**src/rtl/cache_pkg.sv**
```systemverilog
// -----------------------------------------------------------------------------
// cache_pkg
// Shared definitions for the cache refill controller: the refill FSM state
// encoding, common bus widths and the block-size to word-count derivation.
// Ports: none (package).
// -----------------------------------------------------------------------------
package cache_pkg;

  // Refill sequence: wait for a miss, request one word, hand it to the cache,
  // repeat per word, then report completion.
  typedef enum logic [1:0] {
    ST_IDLE = 2'd0,
    ST_REQ  = 2'd1,
    ST_FILL = 2'd2,
    ST_DONE = 2'd3
  } refill_state_t;

  localparam int DATA_BITS  = 32;
  localparam int COUNT_BITS = 16;

  // A block of 2^blockBits bytes holds 2^(blockBits-2) 32-bit words.
  function automatic int wordsPerBlock(input int blockBits);
    return 1 << (blockBits - 2);
  endfunction

endpackage

```
**src/rtl/cache_refill_ctrl_if.sv**
```systemverilog
// -----------------------------------------------------------------------------
// cache_refill_ctrl_if
// Bundles the three faces of the refill controller: the miss handshake from
// the cache, the word-read channel to backing memory, and the line-fill plus
// status outputs back to the cache.
// Modports:
//   master - the refill controller (drives miss_ready, mem_req/mem_addr,
//            fill_*, refill_done/err/count)
//   slave  - the surrounding cache and memory (drive miss_valid/miss_addr,
//            mem_ack/mem_rdata)
// -----------------------------------------------------------------------------
interface cache_refill_ctrl_if #(
  parameter int ADDRESS_BITS = 32
);
  import cache_pkg::*;

  logic                    miss_valid;
  logic [ADDRESS_BITS-1:0] miss_addr;
  logic                    miss_ready;

  logic                    mem_req;
  logic [ADDRESS_BITS-1:0] mem_addr;
  logic                    mem_ack;
  logic [DATA_BITS-1:0]    mem_rdata;

  logic                    fill_valid;
  logic [ADDRESS_BITS-1:0] fill_addr;
  logic [DATA_BITS-1:0]    fill_data;
  logic                    fill_last;

  logic                    refill_done;
  logic                    refill_err;
  logic [COUNT_BITS-1:0]   refill_count;

  modport master (
    input  miss_valid, miss_addr, mem_ack, mem_rdata,
    output miss_ready, mem_req, mem_addr,
    output fill_valid, fill_addr, fill_data, fill_last,
    output refill_done, refill_err, refill_count
  );

  modport slave (
    output miss_valid, miss_addr, mem_ack, mem_rdata,
    input  miss_ready, mem_req, mem_addr,
    input  fill_valid, fill_addr, fill_data, fill_last,
    input  refill_done, refill_err, refill_count
  );

endinterface

```
**src/rtl/refill_watchdog.sv**
```systemverilog
// -----------------------------------------------------------------------------
// refill_watchdog
// Counts consecutive request cycles that did not receive an acknowledge and
// flags the cycle in which the TIMEOUT-th such cycle occurs.
// Ports:
//   clk       in  clock
//   rst       in  asynchronous active-low reset
//   i_clear   in  restart the count (held while no beat is outstanding)
//   i_enable  in  current cycle is a request cycle without acknowledge
//   o_expired out this cycle is the TIMEOUT-th unacknowledged request cycle
// -----------------------------------------------------------------------------
module refill_watchdog #(
  parameter int TIMEOUT = 64
) (
  input  logic clk,
  input  logic rst,
  input  logic i_clear,
  input  logic i_enable,
  output logic o_expired
);

  // The count only has to reach TIMEOUT-1: the cycle that would make it
  // TIMEOUT is the one that reports expiry, so it is never stored.
  localparam int CNT_BITS = (TIMEOUT > 1) ? $clog2(TIMEOUT) : 1;
  localparam logic [CNT_BITS-1:0] LAST = CNT_BITS'(TIMEOUT - 1);

  logic [CNT_BITS-1:0] r_count;

  // Count unacknowledged request cycles; stick at the limit until cleared.
  always_ff @(posedge clk or negedge rst) begin
    if (!rst) begin
      r_count <= '0;
    end else if (i_clear) begin
      r_count <= '0;
    end else if (i_enable && (r_count != LAST)) begin
      r_count <= r_count + CNT_BITS'(1);
    end
  end

  // Gated by enable so an acknowledge arriving on the final allowed cycle
  // suppresses expiry.
  assign o_expired = i_enable && (r_count == LAST);

endmodule

```
**src/rtl/cache_refill_ctrl.sv**
```systemverilog
// -----------------------------------------------------------------------------
// cache_refill_ctrl
// Refills one cache block after a miss, fetching 32-bit words from backing
// memory critical-word-first and wrapping within the block. Each returned word
// is presented to the cache for one cycle; a completion pulse and saturating
// refill counter follow the last word. A per-beat watchdog aborts a refill
// whose memory stops answering.
// Ports:
//   clk  in   clock, all state on rising edge
//   rst  in   asynchronous active-low reset
//   bus  master modport of cache_refill_ctrl_if:
//        miss_valid/miss_addr/miss_ready         miss handshake
//        mem_req/mem_addr/mem_ack/mem_rdata      word read channel
//        fill_valid/fill_addr/fill_data/fill_last line fill output
//        refill_done/refill_err/refill_count     status
// Parameters: ADDRESS_BITS (byte address width), BLOCK_BITS (log2 block bytes,
// at least 3), TIMEOUT (max unacknowledged request cycles per word).
// -----------------------------------------------------------------------------
module cache_refill_ctrl
  import cache_pkg::*;
#(
  parameter int ADDRESS_BITS = 32,
  parameter int BLOCK_BITS   = 4,
  parameter int TIMEOUT      = 64
) (
  input logic                clk,
  input logic                rst,
  cache_refill_ctrl_if.master bus
);

  localparam int WORDS     = wordsPerBlock(BLOCK_BITS);
  localparam int BEAT_BITS = BLOCK_BITS - 2;

  refill_state_t r_state;
  refill_state_t w_nextState;

  logic [ADDRESS_BITS-1:0] r_baseAddr;
  logic [BEAT_BITS-1:0]    r_startWord;
  logic [BEAT_BITS-1:0]    r_beat;
  logic [ADDRESS_BITS-1:0] r_fillAddr;
  logic [DATA_BITS-1:0]    r_fillData;
  logic [COUNT_BITS-1:0]   r_refillCount;
  logic                    r_refillErr;

  logic [BEAT_BITS-1:0]    w_wordIdx;
  logic [ADDRESS_BITS-1:0] w_reqAddr;
  logic                    w_inReq;
  logic                    w_lastBeat;
  logic                    w_wdClear;
  logic                    w_wdEnable;
  logic                    w_expired;
  logic                    w_unusedAddrLsb;

  // Fills are whole words, so the byte offset within a word carries nothing.
  assign w_unusedAddrLsb = ^bus.miss_addr[1:0];

  // The word index is only BEAT_BITS wide, so the sum wraps modulo WORDS,
  // giving critical-word-first order that stays inside the block.
  assign w_wordIdx  = r_startWord + r_beat;
  assign w_reqAddr  = r_baseAddr + ADDRESS_BITS'({w_wordIdx, 2'b00});
  assign w_lastBeat = (r_beat == BEAT_BITS'(WORDS - 1));

  assign w_inReq    = (r_state == ST_REQ);
  assign w_wdClear  = !w_inReq;
  assign w_wdEnable = w_inReq && !bus.mem_ack;

  refill_watchdog #(
    .TIMEOUT (TIMEOUT)
  ) u_watchdog (
    .clk       (clk),
    .rst       (rst),
    .i_clear   (w_wdClear),
    .i_enable  (w_wdEnable),
    .o_expired (w_expired)
  );

  // State register.
  always_ff @(posedge clk or negedge rst) begin
    if (!rst) begin
      r_state <= ST_IDLE;
    end else begin
      r_state <= w_nextState;
    end
  end

  // Next state and state-decoded outputs. miss_ready is additionally gated by
  // rst so it stays low while reset is held and rises only after release.
  always_comb begin
    w_nextState     = r_state;
    bus.miss_ready  = 1'b0;
    bus.mem_req     = 1'b0;
    bus.mem_addr    = '0;
    bus.fill_valid  = 1'b0;
    bus.fill_last   = 1'b0;
    bus.refill_done = 1'b0;
    unique case (r_state)
      ST_IDLE: begin
        bus.miss_ready = rst;
        if (bus.miss_valid) begin
          w_nextState = ST_REQ;
        end
      end
      ST_REQ: begin
        bus.mem_req  = 1'b1;
        bus.mem_addr = w_reqAddr;
        // An acknowledge on the final allowed cycle takes priority over expiry.
        if (bus.mem_ack) begin
          w_nextState = ST_FILL;
        end else if (w_expired) begin
          w_nextState = ST_IDLE;
        end
      end
      ST_FILL: begin
        bus.fill_valid = 1'b1;
        bus.fill_last  = w_lastBeat;
        w_nextState    = w_lastBeat ? ST_DONE : ST_REQ;
      end
      ST_DONE: begin
        bus.refill_done = 1'b1;
        w_nextState     = ST_IDLE;
      end
      default: begin
        w_nextState = ST_IDLE;
      end
    endcase
  end

  // Refill datapath: capture the block geometry on acceptance, the returned
  // word on acknowledge, and advance the beat after each fill.
  always_ff @(posedge clk or negedge rst) begin
    if (!rst) begin
      r_baseAddr  <= '0;
      r_startWord <= '0;
      r_beat      <= '0;
      r_fillAddr  <= '0;
      r_fillData  <= '0;
    end else begin
      if ((r_state == ST_IDLE) && bus.miss_valid) begin
        r_baseAddr  <= {bus.miss_addr[ADDRESS_BITS-1:BLOCK_BITS], BLOCK_BITS'(0)};
        r_startWord <= bus.miss_addr[BLOCK_BITS-1:2];
        r_beat      <= '0;
      end
      if (w_inReq && bus.mem_ack) begin
        r_fillAddr <= w_reqAddr;
        r_fillData <= bus.mem_rdata;
      end
      if ((r_state == ST_FILL) && !w_lastBeat) begin
        r_beat <= r_beat + BEAT_BITS'(1);
      end
    end
  end

  // Status: the error pulse lands in the first idle cycle after an abort, and
  // the completion counter advances as DONE is left, saturating at all ones.
  always_ff @(posedge clk or negedge rst) begin
    if (!rst) begin
      r_refillErr   <= 1'b0;
      r_refillCount <= '0;
    end else begin
      r_refillErr <= w_expired;
      if ((r_state == ST_DONE) && (r_refillCount != '1)) begin
        r_refillCount <= r_refillCount + COUNT_BITS'(1);
      end
    end
  end

  assign bus.fill_addr    = r_fillAddr;
  assign bus.fill_data    = r_fillData;
  assign bus.refill_err   = r_refillErr;
  assign bus.refill_count = r_refillCount;

endmodule
```
**src/flat_wrapper.sv**
```systemverilog
// flat-port wrapper written by rule: the top's interface ports become plain ports
module cache_refill_ctrl_flat import cache_pkg::*;
#(
  parameter int ADDRESS_BITS = 32,
  parameter int BLOCK_BITS   = 4,
  parameter int TIMEOUT      = 64
)
  (clk, rst, bus_miss_valid, bus_miss_addr, bus_mem_ack, bus_mem_rdata, bus_miss_ready, bus_mem_req, bus_mem_addr, bus_fill_valid, bus_fill_addr, bus_fill_data, bus_fill_last, bus_refill_done, bus_refill_err, bus_refill_count);
  cache_refill_ctrl_if #(.ADDRESS_BITS(ADDRESS_BITS)) bus_i ();
  input logic clk;
  input logic rst;
  input wire logic [$bits(bus_i.miss_valid)-1:0] bus_miss_valid;
  input wire logic [$bits(bus_i.miss_addr)-1:0] bus_miss_addr;
  input wire logic [$bits(bus_i.mem_ack)-1:0] bus_mem_ack;
  input wire logic [$bits(bus_i.mem_rdata)-1:0] bus_mem_rdata;
  output wire logic [$bits(bus_i.miss_ready)-1:0] bus_miss_ready;
  output wire logic [$bits(bus_i.mem_req)-1:0] bus_mem_req;
  output wire logic [$bits(bus_i.mem_addr)-1:0] bus_mem_addr;
  output wire logic [$bits(bus_i.fill_valid)-1:0] bus_fill_valid;
  output wire logic [$bits(bus_i.fill_addr)-1:0] bus_fill_addr;
  output wire logic [$bits(bus_i.fill_data)-1:0] bus_fill_data;
  output wire logic [$bits(bus_i.fill_last)-1:0] bus_fill_last;
  output wire logic [$bits(bus_i.refill_done)-1:0] bus_refill_done;
  output wire logic [$bits(bus_i.refill_err)-1:0] bus_refill_err;
  output wire logic [$bits(bus_i.refill_count)-1:0] bus_refill_count;
  assign bus_i.miss_valid = bus_miss_valid;
  assign bus_i.miss_addr = bus_miss_addr;
  assign bus_i.mem_ack = bus_mem_ack;
  assign bus_i.mem_rdata = bus_mem_rdata;
  assign bus_miss_ready = bus_i.miss_ready;
  assign bus_mem_req = bus_i.mem_req;
  assign bus_mem_addr = bus_i.mem_addr;
  assign bus_fill_valid = bus_i.fill_valid;
  assign bus_fill_addr = bus_i.fill_addr;
  assign bus_fill_data = bus_i.fill_data;
  assign bus_fill_last = bus_i.fill_last;
  assign bus_refill_done = bus_i.refill_done;
  assign bus_refill_err = bus_i.refill_err;
  assign bus_refill_count = bus_i.refill_count;
  cache_refill_ctrl #(.ADDRESS_BITS(ADDRESS_BITS), .BLOCK_BITS(BLOCK_BITS), .TIMEOUT(TIMEOUT)) u_core (.clk(clk), .rst(rst), .bus(bus_i));
endmodule
```
**config.mk**
```make
export PLATFORM = sky130hd
export DESIGN_NAME = cache_refill_ctrl_flat
export DESIGN_NICKNAME = d
export VERILOG_FILES = /design/src/rtl/cache_pkg.sv /design/src/rtl/cache_refill_ctrl_if.sv /design/src/rtl/refill_watchdog.sv /design/src/rtl/cache_refill_ctrl.sv /design/src/flat_wrapper.sv
export SDC_FILE = /design/constraint.sdc
export NUM_CORES = 1
export LEC_CHECK = 0
export BUFFER_PORTS_ARGS = -buffer_cell sky130_fd_sc_hd__buf_2
export CAP_MARGIN = 20
export CORE_ASPECT_RATIO = 1.1
export CORE_MARGIN = 5
export CORE_UTILIZATION = 49
export DETAILED_ROUTE_END_ITERATION = 7
export PLACE_DENSITY = 0.9
export SLEW_MARGIN = 10
export SYNTH_ARGS = -nofsm -noshare
export SYNTH_HDL_FRONTEND = slang
export SYNTH_SLANG_ARGS = --single-unit
```
**constraint.sdc**
```tcl
create_clock -name clk -period 2 [get_ports clk]
set_input_delay 0.2 -clock clk [delete_from_list [all_inputs] [get_ports clk]]
set_output_delay 0.2 -clock clk [all_outputs]
set_load 0.05 [all_outputs]
```
=== Yosys cells after proc, flatten, opt, wreduce, memory -nomap -nowiden ===
Index checks and enable logic that the tools add are counted.

* Logic and storage cells: 51
* Output and inout bits: 118
* Input port bits: 68
* Bits in registers: 121

* Eq/ne operators: 10
* Muxes and demuxes: 15
* $add $sub $neg: 5
* Reduce and logical (&&, ||, !) cells: 12

{| class="wikitable"
|+ Operators by type and width
! kind !! count
|-
| adder 32 x 4 -> 32 bit || 1
|-
| two-way mux 32 bit || 1
|-
| adder 16 x 1 -> 16 bit (second input constant) || 1
|-
| inequality test 16 bit (second input constant) || 1
|-
| two-way mux 2 bit || 6
|-
| two-way mux 6 bit || 2
|-
| case mux 2 bit (4 select lines) || 1
|-
| logical AND 1 bit || 7
|-
| adder 6 x 1 -> 6 bit (second input constant) || 1
|-
| == test 2 bit (second input constant) || 3
|-
| == test 6 bit (second input constant) || 1
|-
| inequality test 6 bit (second input constant) || 1
|-
| two-way mux 1 bit || 5
|-
| inequality test 2 bit (second input constant) || 2
|-
| inequality test 3 bit (second input constant) || 1
|-
| adder 2 x 1 -> 2 bit (second input constant) || 1
|-
| adder 2 bit || 1
|-
| == test 2 x 1 -> 1 bit (second input constant) || 1
|-
| zero test 1 bit || 2
|-
| zero test 2 bit || 1
|-
| AND reduction 2 bit || 1
|-
| nonzero test 2 bit || 1
|}

=== Longest topological paths before layout ===
* Depth after elaboration: 6
* Depth in mapped cells: 7
* Gate-level depth less buffers: 5

=== By module ===
From an unflattened synthesis, not the netlist that was laid out.

* Cells, all modules: 374
* Area, all modules: 5067.4 sq um

{| class="wikitable"
|+ By module, submodules not included
! module !! area an instance (sq um) !! seq. area each (sq um) !! cells an instance !! instances
|-
| cache_refill_ctrl || 4693.3 || 2827.7 || 332 || 1
|-
| refill_watchdog || 374.1 || 150.1 || 42 || 1
|}

=== Worst setup path before layout ===
No wires, ideal clock.

* Path kind: register to output
* Start point: reg u_core.r_state[1]
* End point: out bus_mem_addr[21]
* Data arrival time: 1.867 ns
* Buffers on the path: 2
* Required time: 1.800 ns
* Slack: -0.067 ns
* Stages on the path, launching flop included: 6
* Path through: dfrtp_1 > nand2b_1 > buf_2 > inv_2 > clkbuf_1 > and2_1

* Word-level cells in the longest chain between the ends: 2

{| class="wikitable"
|+ RTL lines
! item !! line !! text
|-
| start: declaration || cache_refill_ctrl.sv:34 || <nowiki>refill_state_t r_state;</nowiki>
|-
| start signal: assignment || cache_refill_ctrl.sv:82 || <nowiki>r_state <= w_nextState;</nowiki>
|-
| == test 2 x 1 -> 1 bit || cache_refill_ctrl.sv:96 || <nowiki>unique case (r_state)</nowiki>
|-
| two-way mux 32 bit || cache_refill_ctrl.sv:96 ||
|-
| end: declaration || flat_wrapper.sv:18 || <nowiki>output wire logic [$bits(bus_i.mem_addr)-1:0] bus_mem_addr;</nowiki>
|}

No other way between the ends.

=== Worst setup path after layout ===
* Start point: reg u_core.r_beat[0]
* End point: out bus_mem_addr[3]

* Word-level cells in the longest chain between the ends: 3

{| class="wikitable"
|+ RTL lines
! item !! line !! text
|-
| start: declaration || cache_refill_ctrl.sv:39 || <nowiki>logic [BEAT_BITS-1:0] r_beat;</nowiki>
|-
| start signal: assignment || cache_refill_ctrl.sv:148 || <nowiki>r_beat <= r_beat + BEAT_BITS'(1);</nowiki>
|-
| adder 2 bit || cache_refill_ctrl.sv:59 || <nowiki>assign w_wordIdx = r_startWord + r_beat;</nowiki>
|-
| adder 32 x 4 -> 32 bit || cache_refill_ctrl.sv:60 || <nowiki>assign w_reqAddr = r_baseAddr + ADDRESS_BITS'({w_wordIdx, 2'b00});</nowiki>
|-
| two-way mux 32 bit || cache_refill_ctrl.sv:96 ||
|}

No other way between the ends.

==> impl_results.rst <==
.. list-table::
   :header-rows: 1

   * - Metric
     - Value
   * - Utilization after layout
     - 75.1%
   * - Via-to-Cell Ratio
     - 5.13
   * - Worst clock skew
     - 0.0118 ns
   * - Leakage power figure
     - around 3.6 nW
   * - Worst reg-to-reg path cell count
     - 6
   * - CTS Root Buffer Type
     - sky130_fd_sc_hd__clkbuf_8
   * - EDFF count, synth
     - 0
   * - Global route overflow
     - 0
   * - Ranking of synthesized cells by area
     - sky130_fd_sc_hd__dfrtp_1 59%, sky130_fd_sc_hd__mux2_2 20%, sky130_fd_sc_hd__and2_1 3.7%
   * - Count of final max-slew check failures
     - 0
   * - Final cell count without fillers
     - 755
   * - Number of rows created at floorplan
     - 38
   * - Port-buffer cells
     - between 150 and 200
   * - Result of the run
     - finished, final reports clean
   * - Primary flip-flop cell chosen by synthesis mapping
     - sky130_fd_sc_hd__dfrtp_1
   * - Number of hold-slack violations in the final timing report
     - 0
   * - Net count, final
     - between 600 and 700
   * - Worst-case vdd ir drop
     - between 1 and 1.5 mV
   * - Final period demand of the worst path
     - 1.97 ns
   * - Effective utilization at floorplan
     - 50.4%
   * - Critical path capture point type
     - primary output
   * - TritonCTS clock tree
     - built
   * - Total wirelength of the detailed-routed design
     - 13.5 mm
   * - Power per Cell Area
     - 1950 nW/µm²
   * - Origin of the critical flop-to-flop path
     - u_core.r_state[0]$_DFFE_PN0P_
   * - Critical path buffer and inverter count
     - 1
   * - Unrepaired setup endpoints after global routing
     - true
   * - Highest achievable clock rate
     - 507 MHz
   * - Synth async-reset ratio
     - 100%
   * - Number of setup violations in the final report
     - 0
   * - Source of the worst hold timing path
     - bus_mem_ack
   * - Routed wire per std cell
     - 17.9 µm
   * - Remaining design rule violation count
     - 0
   * - Clock latency on the worst-skew pair
     - 0.51 ns
   * - Number of instances in the synthesized netlist
     - 363
   * - Number of cells on the critical path
     - 5
   * - Type of origin of the critical path
     - register
   * - Worst Path Class, Setup
     - reg -> out
   * - Seq/Total Area, Yosys
     - 59.5%
   * - Number of synthesized register bits
     - approximately 120
   * - Fraction of final layout cells with drive strength greater than 1
     - 51.7%
   * - Cell taking the most area after synthesis
     - sky130_fd_sc_hd__dfrtp_1
   * - Number of antenna violations at the first check in global routing
     - 0
   * - Largest buffer count on any clock path
     - 2
   * - Pint
     - approximately 7.7 mW
   * - Logic pwr share
     - 52.6%
   * - GRT Resource Usage Total
     - 22.7%
   * - Critical-path cell list
     - ha_2, xor2_2, xnor2_2, nor2_2, buf_6
   * - Final worst path period share
     - 98.6%
   * - Switching power share of the total
     - 47.1%
   * - P_sw
     - about 6.8 mW
   * - Number of nets with antenna violations after detailed routing
     - 0
   * - Vias in the first global route
     - roughly 4.3k
   * - Count leader, synth
     - sky130_fd_sc_hd__dfrtp_1
   * - First-pass GRT wire length
     - roughly 22 mm
   * - Placed cell count
     - about 660
   * - Fillers
     - 624
   * - Sequential cell fraction of total power
     - 28.7%
   * - Post-synthesis instance area
     - 5010 µm²
   * - Number of primary I/O pins
     - approximately 190
   * - Clk slew on worst S/H paths
     - 0.05 ns
   * - Area growth syn-to-layout
     - 49.1%
   * - Largest net degree at the start of global routing
     - 120
   * - Worst hold path type
     - in -> reg
   * - H-tree lvl count
     - 4
   * - Number of distinct standard cells referenced by the synthesized netlist
     - 42
   * - Max-Slew Margin vs Limit
     - 59.9%
   * - Area fraction of the dominant cell type after synthesis
     - 59.5%
   * - Count of maximum capacitance violations
     - 0
   * - TritonCTS sink count
     - 119
   * - Worst-path fanout max
     - 3
   * - CP Data Arrival Time
     - 1.77 ns
   * - Leading cell types by count after synthesis
     - 119 x sky130_fd_sc_hd__dfrtp_1, 89 x sky130_fd_sc_hd__mux2_2, 30 x sky130_fd_sc_hd__and2_1, 15 x sky130_fd_sc_hd__xor2_1, 12 x sky130_fd_sc_hd__nor2_1
   * - Die Span Y
     - around 120 µm
   * - Clock power share
     - between 10% and 20%
   * - Area inside the core boundary
     - 9940 µm²
   * - Synth Area per Inst
     - 13.8 µm²
   * - Starting DRC count in detailed routing
     - 145
   * - TritonRoute pass-1 iters
     - 5
   * - Maximum single-stage delay on the critical path
     - 0.40 ns
   * - Final weighted congestion of routability-driven global placement
     - 0.859
   * - Required time of the critical path
     - 1.80 ns
   * - Worst hold path depth
     - 4
   * - Final HPWL from detailed placement
     - 8.46 mm
   * - Synthesis warning total
     - 0
   * - CTS buffer count
     - 17
   * - Die Outline Area
     - 12300 µm²
   * - Worst path top cell family by delay
     - flip-flops
   * - Transition time of the tightest slew-check pin
     - 0.602 ns
   * - Slowest library cell on the worst path
     - sky130_fd_sc_hd__dfrtp_1
   * - Startpoint of the most critical setup path
     - u_core.r_beat[0]$_DFFE_PN0P_
   * - Die W
     - roughly 110 µm
   * - Total via count in the routed design
     - 3872
-- worst paths after layout --
path	end	slack (ns)
max in group asynchronous	u_core.r_state[1]$_DFFE_PN0P_	1.16
min	u_core.u_watchdog.r_count[4]$_DFFE_PN0P_	0.09
max reg2reg	u_core.bus.fill_data[6]$_DFFE_PN0P_	0.24
max	bus_mem_addr[3]	0.03
min in group asynchronous	u_core.r_startWord[1]$_DFFE_PN0P_	0.40
min reg2reg	u_core.bus.fill_data[28]$_DFFE_PN0P_	0.49
-- final cells by class --
type                       instances  area [µm²]  share of cell area [%]
sequential                       119        2980                    39.9
multi-input combinational        224        1970                    26.4
clock buffer                      25         484                    6.49
tap                              120         150                    2.01
timing repair buffer             257        1810                    24.2
clock inverter                     4        45.0                   0.603
antenna                            2        5.00                  0.0670
inverter                           4        17.5                   0.235
-- routing by layer --
layer | track usage (%) | routed length, µm | vias to the layer above
met3 | 7.08 | 765 | 40
li1 | - | - | 1776
met2 | 39.8 | 7430 | 146
met1 | 24.5 | 4860 | 1910
met5 | 0 | 0 | -
met4 | 12.5 | 470 | 0
-- cell usage in the layout (no fill, tap or decap), types with 3 or more instances in the layout --
master / n
sky130_fd_sc_hd__buf_6: 7
sky130_fd_sc_hd__nand4_1: 4
sky130_fd_sc_hd__nor3_1: 6
sky130_fd_sc_hd__mux2_2: 89
sky130_fd_sc_hd__buf_2: 148
sky130_fd_sc_hd__nand3_1: 7
sky130_fd_sc_hd__nor2_1: 11
sky130_fd_sc_hd__clkbuf_8: 5
sky130_fd_sc_hd__dfrtp_1: 117
sky130_fd_sc_hd__clkinv_2: 3
sky130_fd_sc_hd__clkbuf_16: 17
sky130_fd_sc_hd__xor2_1: 14
sky130_fd_sc_hd__nand2_1: 10
sky130_fd_sc_hd__xnor2_1: 4
sky130_fd_sc_hd__and2_1: 28
sky130_fd_sc_hd__buf_12: 3
sky130_fd_sc_hd__buf_4: 33
sky130_fd_sc_hd__mux2_1: 4
sky130_fd_sc_hd__clkbuf_1: 4
sky130_fd_sc_hd__ha_1: 3
sky130_fd_sc_hd__inv_1: 3
sky130_fd_sc_hd__nor3b_1: 3
sky130_fd_sc_hd__conb_1: 4
sky130_fd_sc_hd__dlygate4sd3_1: 64
-- worst min-delay path, delay by kind of cell --
family          cells  cell delay (ns)
simple gates        2             0.15
compound gates      1             0.05
buf+inv             1             0.15
-- sequential cells by signal, summed over array words and instances, names as in the netlist --
| signal | flops |
|---|---|
| u_core.bus.fill_addr | 30 |
| u_core.bus.fill_data | 32 |
| u_core.bus.refill_count | 16 |
| u_core.bus.refill_err | 1 |
| u_core.r_baseAddr | 28 |
| u_core.r_beat | 2 |
| u_core.r_startWord | 2 |
| u_core.r_state | 2 |
| u_core.u_watchdog.r_count | 6 |
-- stage by stage --
stage / setup WS (ns) / hold WS (ns) / TNS [ns] / area, µm² / power [mW]
final: 0.0278 / 0.0929 / 0 / 7460 / 14.5
after global routing: -0.0421 / 0.136 / -0.0421 / 7460 / 15.2
after CTS: -0.0252 / 0.0592 / -0.0252 / 7360 / 14.3
after detailed placement: 0.249 / 0.376 / 0 / 6090 / 11.2
after global placement: 0.320 / 0.368 / 0 / 6090 / 11.0
after floorplan: 0.00185 / -0.0956 / 0 / 5020 / 9.43
-- logic make-up (layout without fill, tap and decap cells) --
logic type | after synthesis | after routing | synth area share [%]
other | 1 | 6 | 0.0749
flip-flops | 119 | 119 | 59.5
adder cells (fa/ha/maj) | 4 | 4 | 1.00
buffers and inverters | 23 | 290 | 2.22
AO/OA/AOI/OAI | 9 | 9 | 1.30
multiplexers | 94 | 94 | 21.1
XOR/XNOR | 20 | 20 | 3.50
AND/OR/NAND/NOR | 93 | 93 | 11.3
-- power by group through the flow --
| stage | clock network [mW] | registers [mW] | logic [mW] |
|---|---|---|---|
| after floorplan | 0 | 6.44 | 2.99 |
| after global placement | 0 | 4.03 | 6.94 |
| after detailed placement | 0 | 4.15 | 7.08 |
| after CTS | 2.76 | 4.13 | 7.44 |
| after global routing | 2.90 | 4.31 | 8.02 |
| final | 2.71 | 4.17 | 7.65 |
-- timing repair --
action / CTS / global route
hold endpoints to repair: 182 / 0
endpoints found under the setup margin: 30 / 30
buffers inserted: 0 / 2
cloned: 0 / 1
hold buffers: 64 / 0
resized for setup: 35 / 16
pin swaps: 0 / 1
Power figures use the tool's default switching activity.
